File: src/rtl/task_a_pkg.sv
// task_a_pkg: shape index names and button FSM encoding shared across task A.
package task_a_pkg;
  localparam int SHAPE_BLANK          = 0;
  localparam int SHAPE_GREEN_CIRCLE   = 1;
  localparam int SHAPE_GREEN_SQUARE   = 2;
  localparam int SHAPE_GREEN_TRIANGLE = 3;
  localparam int SHAPE_RED_CIRCLE     = 4;
  localparam int SHAPE_RED_TRIANGLE   = 5;
  localparam int SHAPE_RED_SQUARE     = 6;
  localparam int SHAPE_BLANK_ORANGE   = 7;
  typedef enum logic [1:0] {IDLE, PRESS_WAIT, HELD, RELEASE_WAIT} btn_state_e;
endpackage

File: src/rtl/tick_gen.sv
// tick_gen: free-running divider emitting a one-cycle enable every DIV clocks.
module tick_gen #(
  parameter int DIV = 100_000
) (
  input  logic clk,
  input  logic rst,
  output logic tick
);
  localparam int W = DIV > 1 ? $clog2(DIV) : 1;
  logic [W-1:0] cnt;
  assign tick = cnt == W'(DIV - 1);
  always_ff @(posedge clk)
    if (rst || tick) cnt <= '0;
    else cnt <= cnt + 1'b1;
endmodule

File: src/rtl/btn_shape_sequencer.sv
// btn_shape_sequencer: debounces btnU, pulses once per accepted press and steps the shape index.
module btn_shape_sequencer
  import task_a_pkg::*;
#(
  parameter int CLK_HZ         = 100_000_000,
  parameter int TICK_HZ        = 1000,
  parameter int DEBOUNCE_TICKS = 200,
  parameter int MAX_COUNT      = 7
) (
  input  logic       clk,
  input  logic       rst,
  input  logic       btnU,
  output logic       press_pulse,
  output logic [2:0] count,
  output logic       doughnut_white,
  output logic       btn_level
);
  localparam int SW = $clog2(DEBOUNCE_TICKS + 1);
  logic [1:0] sync;
  logic btn_s, tick, accept;
  logic [SW-1:0] stab, stab_n;
  logic [2:0] next_count;
  btn_state_e state, state_n;
  assign btn_s = sync[1];
  assign btn_level = (state == HELD) || (state == RELEASE_WAIT);
  assign next_count = (count == 3'(MAX_COUNT)) ? 3'd0 : count + 3'd1;
  tick_gen #(.DIV(CLK_HZ / TICK_HZ)) u_tick (.clk(clk), .rst(rst), .tick(tick));
  always_comb begin
    state_n = state;
    stab_n = stab;
    accept = 1'b0;
    unique case (state)
      IDLE: if (btn_s) begin
        state_n = PRESS_WAIT;
        stab_n = '0;
      end
      PRESS_WAIT: if (!btn_s) begin
        state_n = IDLE;
        stab_n = '0;
      end else if (tick) begin
        if (stab == SW'(DEBOUNCE_TICKS - 1)) begin
          state_n = HELD;
          accept = 1'b1;
        end else stab_n = stab + 1'b1;
      end
      HELD: if (!btn_s) begin
        state_n = RELEASE_WAIT;
        stab_n = '0;
      end
      RELEASE_WAIT: if (btn_s) begin
        state_n = HELD;
        stab_n = '0;
      end else if (tick) begin
        if (stab == SW'(DEBOUNCE_TICKS - 1)) state_n = IDLE;
        else stab_n = stab + 1'b1;
      end
      default: state_n = IDLE;
    endcase
  end
  // count and colour advance together on the pulse cycle so they never disagree
  always_ff @(posedge clk)
    if (rst) begin
      sync <= '0;
      state <= IDLE;
      stab <= '0;
      press_pulse <= 1'b0;
      count <= '0;
      doughnut_white <= 1'b0;
    end else begin
      sync <= {sync[0], btnU};
      state <= state_n;
      stab <= stab_n;
      press_pulse <= accept;
      if (press_pulse) begin
        count <= next_count;
        doughnut_white <= next_count >= 3'(SHAPE_RED_CIRCLE) && next_count <= 3'(SHAPE_RED_SQUARE);
      end
    end
endmodule

File: config.mk
export PLATFORM = sky130hd
export DESIGN_NAME = btn_shape_sequencer
export DESIGN_NICKNAME = d
export VERILOG_FILES = /design/src/rtl/task_a_pkg.sv /design/src/rtl/tick_gen.sv /design/src/rtl/btn_shape_sequencer.sv
export SDC_FILE = /design/constraint.sdc
export NUM_CORES = 1
export LEC_CHECK = 0
export CAP_MARGIN = 20
export CORE_UTILIZATION = 44
export CTS_BUF_LIST = sky130_fd_sc_hd__clkbuf_8
export DETAILED_ROUTE_END_ITERATION = 6
export GPL_ROUTABILITY_DRIVEN = 1
export HOLD_SLACK_MARGIN = 0.06
export SETUP_SLACK_MARGIN = 0.15
export SLEW_MARGIN = 5
export SYNTH_ARGS = -nofsm -noshare
export SYNTH_HDL_FRONTEND = slang
export SYNTH_SLANG_ARGS = --single-unit
File: constraint.sdc
create_clock -name clk -period 4 [get_ports clk]
set_input_delay 0.8 -clock clk [delete_from_list [all_inputs] [get_ports clk]]
set_output_delay 0.8 -clock clk [all_outputs]
set_load 0.02 [all_outputs]
# Yosys cells after proc, flatten, opt, wreduce, memory -nomap -nowiden
# Cells that the tools add are included.
[totals]
out_inout_bits = 6
in_bits = 3
reg_bits = 34
[op_classes]
eq_ne = 12
magnitude_cmp = 2
bitwise_logic = 3
mux = 18
n_reduce_logical = 7
n_addsub = 3
[ops]
columns = ["operator", "n"]
rows = [
  ["$mux W8", 6],
  ["$pmux W8 S4", 1],
  ["$add A17 B1 Y17 const B", 1],
  ["$eq A17 B17 Y1 const B", 1],
  ["$mux W2", 8],
  ["$ne A3 B2 Y1 const B", 3],
  ["$add A8 B1 Y8 const B", 1],
  ["$eq A8 B8 Y1 const B", 1],
  ["$pmux W2 S4", 1],
  ["$reduce_and A6 Y1", 1],
  ["$eq A2 B2 Y1 const B", 2],
  ["$ne A2 B2 Y1 const B", 2],
  ["$reduce_or A4 Y1", 1],
  ["$add A3 B1 Y3 const B", 1],
  ["$eq A3 B3 Y1 const B", 1],
  ["$ge A3 B3 Y1 const B", 1],
  ["$le A3 B3 Y1 const B", 1],
  ["$mux W3", 1],
  ["$ne A3 B3 Y1 const B", 1],
  ["$not A1 Y1", 3],
  ["$eq A2 B1 Y1 const B", 1],
  ["$logic_not A2 Y1", 1],
  ["$logic_or A1 B1 Y1", 2],
  ["$reduce_and A2 Y1", 1],
  ["other kinds (2)", 2],
]

# Depth between registers and ports, before layout
# Gate-level depths: netlist of the first run.
[depth]
ltp_word = 5
ltp_mapped = 8

# Hierarchy
# From an unflattened synthesis of the first run, not the netlist that was laid out.
[hier_totals]
hier_cells = 176
area_unflattened_um2 = 1619.1
[modules_own_cells]
columns = ["module", "seq_area_each_um2", "cells_per_inst", "area_each_um2", "instances"]
rows = [
  ["btn_shape_sequencer", 340.3, 88, 822.0, 1],
  ["tick_gen", 340.3, 88, 797.0, 1],
]

# Worst setup path before layout of the first run
# Ideal clock, no wire load.
[synth_timing]
path_kind = "register -> register"
startpoint = "register u_tick.cnt[8]"
endpoint = "register stab[2]"
synth_period_minus_slack_ps = 2114
path_buffers = 1
stages_incl_launch_ff = 7
setup_slack_ps = 1886
setup_ps = 117
t_arrival_ps = 1996
cell_sequence = "dfxtp_1 > or4_4 > nor4_4 > and2_1 > buf_6 > mux2_4 > a32o_1"
[synth_between]
elab_chain_cells = 4
word_cells_on_any_way = 5
classes_between = "1 x eq/ne; 4 x mux"
[synth_rtl]
columns = ["element", "line", "text"]
rows = [
  ["start, declared", "tick_gen.sv:10", "logic [W-1:0] cnt;"],
  ["start signal, assigned", "tick_gen.sv:14", "else cnt <= cnt + 1'b1;"],
  ["$eq A17 B17 Y1 (*)", "tick_gen.sv:11", "assign tick = cnt == W'(DIV - 1);"],
  ["$mux W8 (*)", "--", ""],
  ["$mux W8 (on tied branches)", "--", ""],
  ["$pmux W8 S4 (*)", "--", ""],
  ["end signal, assigned", "btn_shape_sequencer.sv:72", "stab <= stab_n;"],
  ["end, declared", "btn_shape_sequencer.sv:21", "logic [SW-1:0] stab, stab_n;"],
]
# Every way passes the cells marked *; elsewhere a longest branch is shown, timed or not.
# A chain may end at the register's enable or synchronous reset.

# Worst setup path after layout of the first run
# Same ends and word-level chain as after synthesis.

==> metrics.txt, run 1 <==
outcome finished, final reports clean; commonest cells in the netlist 34 x dfxtp_1, 27 x nor2_1, 16 x nand2_1, 15 x nand3_1, 14 x xor2_1; Mapped Area 1587 um^2; asr flop ratio synth 0; Slew HR 0.6523; Hold Path Class reg2reg; worst path bufs/invs 0; area of the die 3850 um^2; multiplexer share of the synthesized area 0.03470; peak supply drop 196.6 uV; n_diodes 0; Period Utilization, post-route 0.5808; GR Overflow Total 0; DR pass1 iterations 4; clock root cell clkbuf_8; total of warnings raised by yosys 0; area share of the leading cell type in the synthesized netlist 0.4290; most frequent cell after synthesis dfxtp_1; largest net degree at the start of global routing 17; CP Launch Type flop; Pins Over Slew Limit 0; Setup TNS Final 0 ns; Adder-Cell Fraction of Synth Area 0.03155; wire per inst 12.43 um; critical path endpoint category flop; Fillers 328; Routed Antenna Nets 0; Synth area leader dfxtp_1; CTS tree yes; power per cell area 354.2 nW/um^2; LEAKAGE 0.0006387 uW; clk slew on worst S/H paths 0.07 ns; post-cts sizing count 0; core outline area 3390 um^2; Placer Congestion 0.8751; sequential cell area fraction in the yosys report 0.4290; final worst setup slack 1.677 ns; count of unique library cells instantiated by Yosys 39; Crit path largest cell delay 0.56 ns; Worst Path Required 4.19 ns; Area Growth Syn to Fin 11.75%; hold_buf cts 0; Avg Cell Area, Syn 8.913 um^2; critical path fanouts, max 8; Max Root-Sink Buffers 2; Tmin final 2.323 ns; dpl ws 1.589 ns; CP Class reg2reg; Placed Cells incl. Taps 225; GRT Total Usage 0.1814; Horiz. Die Dim 62.05 um; Mapped Cells 178; Routed WL 2897 um; Worst-Margin Slew 0.5178 ns; post-synthesis compound-gate area fraction 0.06230; Initial Utilization 0.4681; # DRC 0; HPWL after DPL 2028 um; Setup Skew 0.003872 ns; fmax 430.4 MHz; clock sinks 34; FF-to-FF setup slack 1.68 ns; # port buffers 8; family with the most delay on the worst path simple AND/OR/NAND/NOR gates; share of layout cells above drive strength 1 0.08556; drt first-iter violations 77; Final Core Density 0.5231; Post-Synth Simple-Gate Area 0.2989; Post-synth top flop dfxtp_1; I/O pin total 9; postcts setup bufs 0; crit path cell chain or4_4 -> nor4_4 -> and2_1 -> mux2_4 -> a32o_1; data arrival time of the worst path 2.51 ns; Post-synth EDFFs 0; global-route wire length before repair 4912 um; antenna violations before repair 0; Core Rows 21; main combinational cell family by area after synthesis simple AND/OR/NAND/NOR gates; Die H 62.05 um; vias in the first global route 1110; Vias 1241; H-tree levels 2; Syn Nets 185; CP max-delay cell or4_4; cts bufs inserted 5; xor/xnor share of the synthesized area 0.1049; max-cap violation count 0; RSZ-0062 raised after global routing no; NumNets Final 193; ranking of synthesized cells by area dfxtp_1 43%, xor2_1 7.7%, nor2_1 6.4%; Non-Filler Instances 233; Seq cells post-synth 34; setup violators final 0; latest clock arrival within the worst-skew pair 0.30 ns; Final Hold Fails 0; routed vias/inst 5.326
worst register-to-register path: cells and delay by family (launching register included):
kind / cells / cell delay (ns)
DFF: 1 / 0.36
AOI/OAI and AO/OA: 1 / 0.20
muxes: 1 / 0.33
and+or+nand+nor: 3 / 1.33
final cells by class:
cell class	count	area (um^2)	area share
inverters	4	15.01	0.008469
repair buffers	8	80.08	0.04517
well taps	46	57.56	0.03246
clock buffers	6	82.58	0.04658
flip-flops and latches	34	680.7	0.3839
multi-input cells	133	844.6	0.4764
clock inverters	2	12.51	0.007057
state kept, by name, indices dropped and copies added, names as in the netlist, named ones only:
name / cells
sync: 2
doughnut_white: 1
stab: 8
u_tick.cnt: 17
press_pulse: 1
state: 1
count: 3
stage by stage:
| stage | cell area, um^2 | total power, uW | hold WS, ns |
|---|---|---|---|
| 6_report | 1773 | 628.0 | 0.4449 |
| 5_1_grt | 1773 | 654.1 | 0.4656 |
| 4_1_cts | 1773 | 635.8 | 0.4524 |
| 3_5_place_dp | 1678 | 369.8 | 0.4382 |
| 3_3_place_gp | 1678 | 370.1 | 0.4404 |
| 2_1_floorplan | 1587 | 365.5 | 0.4138 |
metal layers:
metal	track usage	share of wire	vias up
li1	-	-	633
met1	0.2307	0.47	567
met2	0.2660	0.45	33
met3	0.05590	0.050	8
met4	0.1143	0.031	0
met5	0	0	-
logic make-up after synthesis:
group / count (synthesis)
and+or+nand+nor: 89
DFF: 34
muxes: 5
buffers and inverters: 11
xor gates and xnor gates: 19
adders and majority gates: 4
AOI/OAI and AO/OA: 16
layout by cell type (no fill, tap or decap), types with 5 or more instances in the layout:
cell	instances
nand3_1	15
dfxtp_1	34
a31oi_1	5
clkbuf_8	6
nand4_1	7
xor2_1	14
clkdlybuf4s50_1	8
nand2_1	16
xnor2_1	5
nor2_1	27
path summary, 6_finish.rpt:
check | from | endpoint | depth (start not counted)
max | u_tick.cnt[8] | stab[2] | 5
max reg2reg | u_tick.cnt[8] | stab[2] | 5
min | sync[0] | sync[1] | 1
min reg2reg | sync[0] | sync[1] | 1
power breakdown:
part           total, uW  switching [uW]  internal, uW
logic               16.4            10.2          6.17
registers            345            3.24           342
clock network        266             128           138
Power figures use the tool's default switching activity.
==> run 2: changes to the inputs <==
==> constraint.sdc (replaced) <==
create_clock -name clk -period 2.2 [get_ports clk]
set_input_delay 0.44 -clock clk [delete_from_list [all_inputs] [get_ports clk]]
set_output_delay 0.44 -clock clk [all_outputs]
set_load 0.02 [all_outputs]
==> metrics.txt, run 2 (synthesis gave the netlist of run 1 again) <==
outcome finished, final reports clean (unchanged); Hold WS 0.4540 ns (was 0.4449 ns); core outline area 3390 um^2 (unchanged); power per cell area 630.0 nW/um^2 (was 354.2 nW/um^2); Pins Over Slew Limit 0 (unchanged); RSZ-0062 raised after global routing yes (was no); Fillers 305 (was 328); routed vias/inst 5.216 (was 5.326); max-cap violation count 0 (unchanged); Setup Skew 0.003038 ns (was 0.003872 ns); latest clock arrival within the worst-skew pair 0.29 ns (was 0.30 ns); H-tree levels 2 (unchanged); hold_buf cts 0 (unchanged); global-route wire length before repair 4947 um (was 4912 um); Setup TNS Final 0 ns (unchanged); biggest regs u_tick.cnt (17), stab (8), count (3) (unchanged); dpl ws 0.2503 ns (was 1.589 ns); area of the die 3850 um^2 (unchanged); antenna violations before repair 0 (unchanged); Hold Path Class reg2reg (unchanged); FF/Latch Area 683.2 um^2 (was 680.7 um^2); Period Utilization, post-route 0.8921 (was 0.5808); n_diodes 0 (unchanged); # DRC 0 (unchanged); max FFs per register 17 (unchanged); NumNets Final 196 (was 193); leading cell type in the layout, fill and taps excluded dfxtp_1 (unchanged); GRT Total Usage 0.1775 (was 0.1814); drt first-iter violations 76 (was 77); GR Overflow Total 0 (unchanged); Slew HR 0.6022 (was 0.6523); crit path cell chain or4bb_1 -> nor4_4 -> buf_4 -> nand2_1 -> o21ai_0 -> a31oi_1 (was or4_4 -> nor4_4 -> and2_1 -> mux2_4 -> a32o_1); CP Launch Type flop (unchanged); Max Root-Sink Buffers 2 (unchanged); area of the multi-input gates 849.6 um^2 (was 844.6 um^2); Tmin final 1.963 ns (was 2.323 ns); I/O pin total 9 (unchanged); Die H 62.05 um (unchanged); Placer Congestion 0.8426 (was 0.8751); vias in the first global route 1175 (was 1110); Horiz. Die Dim 62.05 um (unchanged); Core Rows 21 (unchanged); CP max-delay cell or4bb_1 (was or4_4); wire per inst 12.18 um (was 12.43 um); CP Class reg2reg (unchanged); Final Hold Fails 0 (unchanged); most frequent cells in the layout 32 x dfxtp_1, 27 x nor2_1, 16 x nand2_1 (was 34 x dfxtp_1, 27 x nor2_1, 16 x nand2_1); Crit path largest cell delay 0.53 ns (was 0.56 ns); critical path endpoint category flop (unchanged); LEAKAGE 0.0006565 uW (was 0.0006387 uW); clk slew on worst S/H paths 0.07 ns (about the same); post-cts sizing count 0 (unchanged); Routed WL 2874 um (was 2897 um); critical path fanouts, max 7 (was 8); Worst-Margin Slew 0.5925 ns (was 0.5178 ns); peak supply drop 355.9 uV (was 196.6 uV); Area Growth Syn to Fin 13.64% (was 11.75%); fmax 509.5 MHz (was 430.4 MHz); Routed Antenna Nets 0 (unchanged); largest net degree at the start of global routing 17 (unchanged); cts bufs inserted 5 (unchanged); # port buffers 8 (unchanged); DR pass1 iterations 4 (unchanged); postcts setup bufs 0 (unchanged); CTS tree yes (unchanged); Vias 1231 (was 1241); family with the most delay on the worst path simple AND/OR/NAND/NOR gates (unchanged); data arrival time of the worst path 2.13 ns (was 2.51 ns); setup violators final 0 (unchanged); Worst Path Required 2.37 ns (was 4.19 ns); HPWL after DPL 2077 um (was 2028 um); final worst setup slack 0.2373 ns (was 1.677 ns); clock root cell clkbuf_8 (unchanged); clock sinks 34 (unchanged); Most flops, register u_tick.cnt (unchanged); Initial Utilization 0.4681 (unchanged); worst path bufs/invs 1 (was 0); share of layout cells above drive strength 1 0.1105 (was 0.08556)
run 2: cell count changes in the layout (fill, tap and decap cells not counted), sizes merged:
cell	delta
buf	+3
run 2: metrics by stage:
step                      cell area [um^2]  total power, uW  instances  utilization
after global routing                  1803             1187        236       0.5319
after floorplan                       1589            664.5        178            -
after CTS                             1798             1150        236       0.5305
after detailed placement              1703            673.8        228       0.5024
after global placement                1703            673.5        228       0.5024
final                                 1803             1136        236       0.5319
run 2: path summary, 6_finish.rpt:
path / start / end / slack (ns) / cells past startpoint
worst min register to register: sync[0] / sync[1] / 0.45 / 1
worst max-delay path: u_tick.cnt[9] / stab[0] / 0.24 / 6
worst min-delay path: sync[0] / sync[1] / 0.45 / 1
worst max register to register: u_tick.cnt[9] / stab[0] / 0.24 / 6
run 2: power breakdown:
group	switching, uW	internal, uW
Clock	225	251
Combinational	19.4	12.7
Sequential	5.67	622
run 2: final cells by class:
type / instances / share of cell area
well taps: 46 / 0.03192
inverters: 4 / 0.008328
clock buffers: 6 / 0.04580
repair buffers: 11 / 0.05690
multi-input cells: 133 / 0.4712
clock inverters: 2 / 0.006940
flip-flops and latches: 34 / 0.3789
run 2: layer usage:
| layer | vias up | part of all wire | global-route usage |
|---|---|---|---|
| met5 | - | 0 | 0 |
| met4 | 0 | 0.015 | 0.07302 |
| met3 | 6 | 0.051 | 0.05590 |
| met2 | 30 | 0.45 | 0.2781 |
| met1 | 554 | 0.48 | 0.2256 |
| li1 | 641 | - | - |
==> run 3: changes to the inputs <==
==> constraint.sdc (replaced) <==
create_clock -name clk -period 1.9 [get_ports clk]
set_input_delay 0.38 -clock clk [delete_from_list [all_inputs] [get_ports clk]]
set_output_delay 0.38 -clock clk [all_outputs]
set_load 0.02 [all_outputs]
==> metrics.txt, run 3 (synthesis gave the netlist of run 1 again) <==
wire per inst 13.28 um (was 12.18 um); Worst Path Required 2.07 ns (was 2.37 ns); Routed Antenna Nets 0 (unchanged); cts bufs inserted 5 (unchanged); CP Launch Type flop (unchanged); Horiz. Die Dim 62.05 um (unchanged); routed vias/inst 5.316 (was 5.216); Slew HR 0.7001 (was 0.6022); Setup Skew 0.004588 ns (was 0.003038 ns); Die H 62.05 um (unchanged); leading cell type in the layout, fill and taps excluded dfxtp_1 (unchanged); critical path fanouts, max 2 (was 7); Comb pwr share 0.049 (was 0.028); Placer Congestion 0.7879 (was 0.8426); worst reg2reg path depth 5 (was 6); Setup TNS Final -0.1735 ns (was 0 ns); I/O pin total 9 (unchanged); n_diodes 0 (unchanged); Worst-Margin Slew 0.4464 ns (was 0.5925 ns); Final Core Density 0.6238 (was 0.5319); Area Growth Syn to Fin 33.28% (was 13.64%); Most flops, register u_tick.cnt (unchanged); data arrival time of the worst path 2.12 ns (was 2.13 ns); Period Utilization, post-route 1.029 (was 0.8921); Pint 1121 uW (was 886.1 uW); Fillers 276 (was 305); peak supply drop 671.4 uV (was 355.9 uV); GRT Total Usage 0.1919 (was 0.1775); largest net degree at the start of global routing 11 (was 17); vias in the first global route 1211 (was 1175); antenna violations before repair 0 (unchanged); global-route wire length before repair 5244 um (was 4947 um); outcome complete, but fails checks (was finished, final reports clean); DR pass1 iterations 4 (unchanged); most frequent cells in the layout 30 x dfxtp_1, 19 x nor2_1, 15 x nand2_1, 15 x nand3_1, 14 x xor2_1 (was 32 x dfxtp_1, 27 x nor2_1, 16 x nand2_1); Hold Path Depth 1 (unchanged); switch share 0.2048 (was 0.2199); RSZ-0062 raised after global routing yes (unchanged); Vias 1345 (was 1231); dpl ws -0.04775 ns (was 0.2503 ns); Core Rows 21 (unchanged); CTS tree yes (unchanged); # DRC 0 (unchanged); LEAKAGE 0.0007979 uW (was 0.0006565 uW); max FFs per register 17 (unchanged); Tot Pwr 1410 uW (was 1136 uW); H-tree levels 2 (unchanged); Sequential Power Share 0.517 (was 0.553); critical path endpoint category flop (unchanged); Tmin final 1.956 ns (was 1.963 ns); Hold WS 0.4412 ns (was 0.4540 ns); # port buffers 8 (unchanged); area of the die 3850 um^2 (unchanged); Hold Path Class reg2reg (unchanged); failing checks negative setup slack; drt first-iter violations 114 (was 76); Max Root-Sink Buffers 2 (unchanged); latest clock arrival within the worst-skew pair 0.28 ns (was 0.29 ns); NumNets Final 213 (was 196); setup violators final 9 (was 0); Pins Over Slew Limit 0 (unchanged); HPWL after DPL 2153 um (was 2077 um); Sw Pwr 288.8 uW (was 249.7 uW); core outline area 3390 um^2 (unchanged); clk slew on worst S/H paths 0.07 ns (about the same); power per cell area 666.9 nW/um^2 (was 630.0 nW/um^2); share of layout cells above drive strength 1 0.2802 (was 0.1105); clock sinks 34 (unchanged); Clk pwr share 0.435 (was 0.419); fmax 511.3 MHz (was 509.5 MHz); GR Overflow Total 0 (unchanged); CP Class reg2reg (unchanged); Final Hold Fails 0 (unchanged); Initial Utilization 0.4681 (unchanged); final worst setup slack -0.05595 ns (was 0.2373 ns); biggest regs u_tick.cnt (17), stab (8), count (3) (unchanged); clock root cell clkbuf_8 (unchanged); Routed WL 3360 um (was 2874 um); max-cap violation count 0 (unchanged)
## run 3: cell count changes in the layout (fill, tap and decap cells not counted), moves of 3 or more
cell	before	now
buf_12	0	3
buf_4	3	13
buf_6	0	3
nor2_1	27	19
nor2_4	0	8
## run 3: worst max-delay path, stage by stage (launching register included)
cell and delay (ns):
dfxtp_2 0.32, or4bb_4 0.55, nor4_4 0.27, and2_4 0.21, mux2_4 0.29, a32o_1 0.21
## run 3: timing repair
action,in CTS,in global routing
pin swaps,9,13
gates cloned,1,0
setup endpoints to repair,28,27
setup buffers,2,4
hold buffers,0,0
gates resized for setup,13,23
## run 3: layer usage
| layer | global-route usage | routed length [um] | up-vias |
|---|---|---|---|
| met4 | 0.09524 | 42 | 0 |
| met5 | 0 | 0 | - |
| li1 | - | - | 675 |
| met3 | 0.06832 | 118 | 4 |
| met1 | 0.2360 | 1539 | 640 |
| met2 | 0.2964 | 1658 | 26 |
## run 3: per-stage QoR
| stage | cell area [um^2] | std cells |
|---|---|---|
| finish | 2115 | 253 |
| global route | 2115 | 253 |
| CTS | 1998 | 249 |
| detailed placement | 1793 | 238 |
| global placement | 1793 | 238 |
| floorplan | 1592 | 178 |
## run 3: path summary, 6_finish.rpt
check,from,endpoint,slack [ns]
hold / removal,sync[0],sync[1],0.44
setup reg to reg,u_tick.cnt[6],stab[2],-0.06
setup / recovery,u_tick.cnt[6],stab[2],-0.06
hold reg to reg,sync[0],sync[1],0.44
## run 3: power by group through the flow
stage          registers (uW)  logic [uW]  clock network, uW
2_1_floorplan             742        27.8                  0
3_3_place_gp              743        44.3                  0
3_5_place_dp              743        45.3                  0
4_1_cts                   728        56.7                628
5_1_grt                   729        74.6                658
6_report                  729        68.6                613
## run 3: layout make-up
class	instances	area, um^2	area share
multi-input combinational	133	948.4	0.4485
sequential	34	685.7	0.3243
timing repair buffer	28	297.8	0.1408
clock buffer	8	110.1	0.05207
tap	46	57.56	0.02722
inverter	4	15.01	0.007101
